### config.mk
export PLATFORM = sky130hd
export DESIGN_NAME = toggle_counter_flat
export DESIGN_NICKNAME = d
export VERILOG_FILES = /design/src/rtl/toggle_counter_if.sv /design/src/rtl/toggle_counter.sv /design/src/flat_wrapper.sv
export SDC_FILE = /design/constraint.sdc
export NUM_CORES = 1
export LEC_CHECK = 0
export ABC_AREA = 0
export BUFFER_PORTS_ARGS = -buffer_cell sky130_fd_sc_hd__buf_2
export CAP_MARGIN = 20
export CORE_MARGIN = 2
export CORE_UTILIZATION = 35
export CTS_CLUSTER_DIAMETER = 60
export DETAILED_ROUTE_END_ITERATION = 7
export PLACE_DENSITY = 0.68
export SYNTH_ARGS = -nofsm -noshare
export SYNTH_HDL_FRONTEND = slang
export SYNTH_SLANG_ARGS = --single-unit
### constraint.sdc
create_clock -name clk -period 4.7 [get_ports clk]
set_clock_uncertainty 0.2 [all_clocks]
set_input_delay 0.235 -clock clk [delete_from_list [all_inputs] [get_ports clk]]
set_output_delay 0.235 -clock clk [all_outputs]
set_load 0.03 [all_outputs]
### src/rtl/toggle_counter_if.sv
// toggle_counter_if: control/data bundle between a counter user and toggle_counter.
interface toggle_counter_if #(parameter int WIDTH = 4);
  logic en;
  logic load;
  logic tc;
  logic wrap;
  logic [1:0] mode;
  logic [WIDTH-1:0] t;
  logic [WIDTH-1:0] d;
  logic [WIDTH-1:0] q;
  modport master(output en, mode, t, load, d, input q, tc, wrap);
  modport slave(input en, mode, t, load, d, output q, tc, wrap);
endinterface

### src/rtl/toggle_counter.sv
// toggle_counter: WIDTH-bit hold/toggle/up/down register with parallel load and wrap/saturate flags.
module toggle_counter #(
  parameter int WIDTH = 4,
  parameter bit SATURATE = 1'b0,
  parameter int RESET_VAL = 0
) (
  input logic clk,
  input logic rst,
  toggle_counter_if.slave bus
);
  localparam logic [WIDTH-1:0] RV = WIDTH'(RESET_VAL);
  logic [WIDTH-1:0] q;
  logic [WIDTH-1:0] nxt;
  logic wrap;
  logic lim;
  always_comb begin
    lim = (bus.mode == 2'b10 && &q) || (bus.mode == 2'b11 && q == '0);
    nxt = bus.mode == 2'b01 ? q ^ bus.t :
          bus.mode == 2'b10 ? q + 1'b1 :
          bus.mode == 2'b11 ? q - 1'b1 : q;
  end
  // At a limit, wrapping falls out of modular add/sub; saturation just suppresses the update.
  always_ff @(posedge clk) begin
    if (rst) begin
      q <= RV;
      wrap <= 1'b0;
    end else if (bus.load) begin
      q <= bus.d;
      wrap <= 1'b0;
    end else begin
      wrap <= bus.en && lim;
      if (bus.en && !(SATURATE && lim)) q <= nxt;
    end
  end
  assign bus.q = q;
  assign bus.tc = lim;
  assign bus.wrap = wrap;
endmodule

### src/flat_wrapper.sv
// flat-port wrapper written by rule: the top's interface ports become plain ports
module toggle_counter_flat 
#(
  parameter int WIDTH = 4,
  parameter bit SATURATE = 1'b0,
  parameter int RESET_VAL = 0
)
  (clk, rst, bus_en, bus_mode, bus_t, bus_load, bus_d, bus_q, bus_tc, bus_wrap);
  toggle_counter_if #(.WIDTH(WIDTH)) bus_i ();
  input logic clk;
  input logic rst;
  input wire logic [$bits(bus_i.en)-1:0] bus_en;
  input wire logic [$bits(bus_i.mode)-1:0] bus_mode;
  input wire logic [$bits(bus_i.t)-1:0] bus_t;
  input wire logic [$bits(bus_i.load)-1:0] bus_load;
  input wire logic [$bits(bus_i.d)-1:0] bus_d;
  output wire logic [$bits(bus_i.q)-1:0] bus_q;
  output wire logic [$bits(bus_i.tc)-1:0] bus_tc;
  output wire logic [$bits(bus_i.wrap)-1:0] bus_wrap;
  assign bus_i.en = bus_en;
  assign bus_i.mode = bus_mode;
  assign bus_i.t = bus_t;
  assign bus_i.load = bus_load;
  assign bus_i.d = bus_d;
  assign bus_q = bus_i.q;
  assign bus_tc = bus_i.tc;
  assign bus_wrap = bus_i.wrap;
  toggle_counter #(.WIDTH(WIDTH), .SATURATE(SATURATE), .RESET_VAL(RESET_VAL)) u_core (.clk(clk), .rst(rst), .bus(bus_i));
endmodule
Yosys cells after proc, flatten, opt, wreduce, memory -nomap -nowiden --
Cells that the tools add are included.
Storage, ports and cells: register bits after elaboration 5, input bits 14, output and inout bits 6, word-level logic and storage cells 23
Cells by class: reductions and logical operators 10, muxes and demuxes 5, equality and inequality tests 3, bitwise logic cells 1, $add $sub $neg 2
Operators with widths (number):
- 4-bit two-way mux | 5
- 4-bit by 1-bit adder with 4-bit output, second input constant | 1
- 2-bit equality test, second input constant | 2
- 4-bit zero test | 1
- 4-bit AND reduction | 1
- 4-bit nonzero test | 1
- 4-bit by 1-bit subtractor with 4-bit output, second input constant | 1
- 4-bit bitwise XOR | 1
- 1-bit logical AND | 3
- 2-bit by 1-bit equality test with 1-bit output, second input constant | 1
- 2-bit AND reduction | 1
- 2-bit nonzero test | 1
- 2-bit OR reduction | 1
- 1-bit logical OR | 1

Depth between registers and ports, before layout --
depth in word-level cells 6, depth in mapped cells 8

Worst setup path after synthesis --
Ideal clock, no wire load.
path kind register to register, from register u_core.q[1], in the netlist u_core.bus.q[1], to register u_core.q[3], in the netlist u_core.bus.q[3], setup slack 2.614 ns, cell stages (with the launch flop) 6, required time 4.409 ns, path buffers 0, clock period less this slack 2.086 ns, library setup time 0.091 ns, data arrival time 1.795 ns, cell sequence dfxtp_1 > ha_1 > a21oi_1 > o2111ai_1 > or3_1 > a311oi_1
On the way: longest elaborated chain between the ends 6
RTL lines:
- from (decl) | line toggle_counter.sv:12 | logic [WIDTH-1:0] q;
- from (signal assigned) | line toggle_counter.sv:28 | q <= bus.d;
- from (signal assigned) | line toggle_counter.sv:32 | if (bus.en && !(SATURATE && lim)) q <= nxt;
- 4-bit by 1-bit subtractor with 4-bit output | line toggle_counter.sv:20 | bus.mode == 2'b11 ? q - 1'b1 : q;
- 4-bit two-way mux | line toggle_counter.sv:20
- 4-bit two-way mux (*) | line toggle_counter.sv:19 | bus.mode == 2'b10 ? q + 1'b1 :
- 4-bit two-way mux (*) | line toggle_counter.sv:18 | nxt = bus.mode == 2'b01 ? q ^ bus.t :
- 4-bit two-way mux (*) | line toggle_counter.sv:32
- 4-bit two-way mux (*) | line toggle_counter.sv:27 | end else if (bus.load) begin
Every way passes the cells marked *; elsewhere a longest branch is shown, timed or not. The select of a mux whose other input is x is not followed. A chain may end at the register's enable or synchronous reset.

Final worst setup path --
Same ends and word-level chain as after synthesis.

==> metrics.md <==
| Metric | Value |
|---|---|
| Max-Cap Viols | 0 |
| DP Worst Slack | 2.34 ns |
| GRT overflow | 0 |
| Max Slew Vio Count | 0 |
| Yosys warning count | 0 |
| Avg WL per Cell | 12.6 µm |
| Final period util | 0.444 |
| Register bit total from synthesis | 5 |
| Die ar. | 0.00161 mm² |
| CTS clk-pin slew, worst paths | 0.05 ns |
| Worst-path fanout max | 7 |
| Final ANT Viol Nets | 0 |
| Peak supply drop | 0.0891 mV |
| Post-CTS Hold Fix Bufs | 0 |
| CP Data Required Time | 4.65 ns |
| Die H | 40.1 µm |
| Layout cells sized above 1 | 0.303 |
| Area of the core | 0.00125 mm² |
| Num CTS Buffers | 3 |
| Vias/cell | 5.25 |
| Initial DRC Count | 19 |
| CP Launch Type | register |
| Later-pin clock latency in the skew report | 0.24 ns |
| Placer congestion estimate | 0.731 |
| PostCTS Resize Cnt | 0 |
| Mean post-synth cell area | 8.46 µm² |
| Initial Util | 0.365 |
| # diodes | 0 |
| Hold crit path type | primary input to register |
| Fill cells | 126 |
| Most frequent cells in the layout | buf_2, nor2_1, inv_1, ha_1, dfxtp_1 |
| Io pins | 20 |
| Crit path arrival time | 2.04 ns |
| Netlist cell types | 29 |
| Synthesized Nets | 74 |
| IO buf count | 19 |
| Worst setup margin | 2.61 ns |
| Register Area | 100 µm² |
| Largest net degree at the start of global routing | 11 |
| Outcome | finished, final reports clean |
| Mapped cell area | 457 µm² |
| Total number of vias | 478 |
| First-pass GRT wire length | 1.72 mm |
| # H-tree levels | 1 |
| Seq/Total Area, Yosys | 0.219 |
| Site Rows | 13 |
| Final hold violation count | 0 |
| Setup_tns | 0 ns |
| Post-CTS repair timing setup buffer count | 0 |
| Initial antenna violation count | 0 |
| Cell leakage power | 0.000296 µW |
| Pwr Density | 269 mW/mm² |
| Routed wire length | 1.15 mm |
| Max_slew headroom | 0.792 |
| CTS Root Cell | clkbuf_4 |
| Critical Path Sink Type | register |
| CTS tree | done |
| Die Width | 40.1 µm |
| Setup violators final | 0 |
| Nets@finish | 97 |
| Vias in the first global route | 413 |
| Clock sinks | 5 |
| Overall Global Routing Usage | 0.164 |
| Clock Tree Buf Depth | 2 |
| Crit Path Class | register to register |
| RSZ-0062 raised after global routing | false |
| Least-Margin Pin Slew | 0.312 ns |
| Fmax | 0.479 GHz |
| Drt drc | 0 |
| Cells after Synth | 54 |
| Drt pass-1 iters | 4 |
| Minimum clock period | 2.09 ns |
| Area occupied by multi-input gates | 327 µm² |
| Leading cell type in the layout, fill and taps excluded | buf_2 |
| Area delta synth->final | 28.2% |
==> worst max-delay path: stages (launching register included) <==
cell and delay (ns):
dfxtp_1 0.48, ha_1 0.28, a21oi_1 0.22, o2111ai_1 0.17, or3_1 0.36, a311oi_1 0.28
==> registers in the layout, summed over array words and instances, names as in the netlist <==
name / count
u_core.bus.q: 4
u_core.bus.wrap: 1
==> per-layer routing <==
metal / up-vias / global-route usage / share of wire
met5: - / 0 / 0
met4: 0 / 0.0776 / 0.012
met3: 2 / 0.0167 / 0.060
met2: 17 / 0.306 / 0.51
met1: 220 / 0.182 / 0.42
li1: 239 / - / -
==> worst paths after layout <==
path,startpoint,endpoint,slack [ns],depth (start not counted)
worst max register to register,u_core.bus.q[1],u_core.bus.q[3],2.61,5
worst min-delay path,rst,u_core.bus.q[1],0.02,2
worst max-delay path,u_core.bus.q[1],u_core.bus.q[3],2.61,5
worst min register to register,u_core.bus.q[3],u_core.bus.q[3],0.39,2
==> stage by stage <==
step,power [µW],cells,utilization,hold slack (ns),cell area (µm²)
after floorplan,88.1,54,-,0.107,457
after global placement,102,87,0.447,0.272,559
after detailed placement,105,87,0.447,0.280,559
after CTS,159,91,0.468,0.0185,586
after global routing,169,91,0.468,0.0172,586
final,158,91,0.468,0.0209,586
==> cell families after synthesis <==
logic type | share of synthesized area
AND/OR/NAND/NOR | 0.249
AO/OA/AOI/OAI | 0.186
buffers and inverters | 0.0658
adder cells (fa/ha/maj) | 0.181
flip-flops | 0.219
XOR/XNOR | 0.0767
multiplexers | 0.0219
==> where the power goes <==
part / leakage (µW) / switching (µW) / internal [µW]
Sequential: 0.0000414 / 6.16 / 45.7
Clock: 0.0000150 / 21.3 / 32.3
Combinational: 0.000240 / 29.1 / 23.1
Total: 0.000296 / 56.5 / 101
==> cell type report <==
type / instances / area share
Inverter: 5 / 0.0321
Clock buffer: 4 / 0.0449
Sequential cell: 5 / 0.171
Tap cell: 15 / 0.0321
Timing Repair Buffer: 19 / 0.162
Multi-Input combinational cell: 43 / 0.558
==> Yosys cell counts <==
cell / instances / area share
nor2_1: 6 / 0.049
dfxtp_1: 5 / 0.22
ha_1: 5 / 0.14
inv_1: 5 / 0.041
a21oi_1: 3 / 0.033
a211oi_1: 2 / 0.033
nand2_1: 2 / 0.016
nor3b_1: 2 / 0.033
or2b_1: 2 / 0.033
xnor2_1: 2 / 0.038
xor2_1: 2 / 0.038
a211o_1: 1 / 0.019
a211o_2: 1 / 0.022
a221oi_1: 1 / 0.019
a311oi_1: 1 / 0.019
and3_1: 1 / 0.014
buf_6: 1 / 0.025
fa_1: 1 / 0.044
mux2i_1: 1 / 0.022
nand2b_1: 1 / 0.014
nand3_1: 1 / 0.011
nand4_1: 1 / 0.014
nor4_1: 1 / 0.014
nor4b_1: 1 / 0.019
o2111ai_1: 1 / 0.019
o21ai_0: 1 / 0.011
o21ai_1: 1 / 0.011
or3_1: 1 / 0.014
or3b_1: 1 / 0.019
Note: power is estimated with default switching activity, not from simulation.
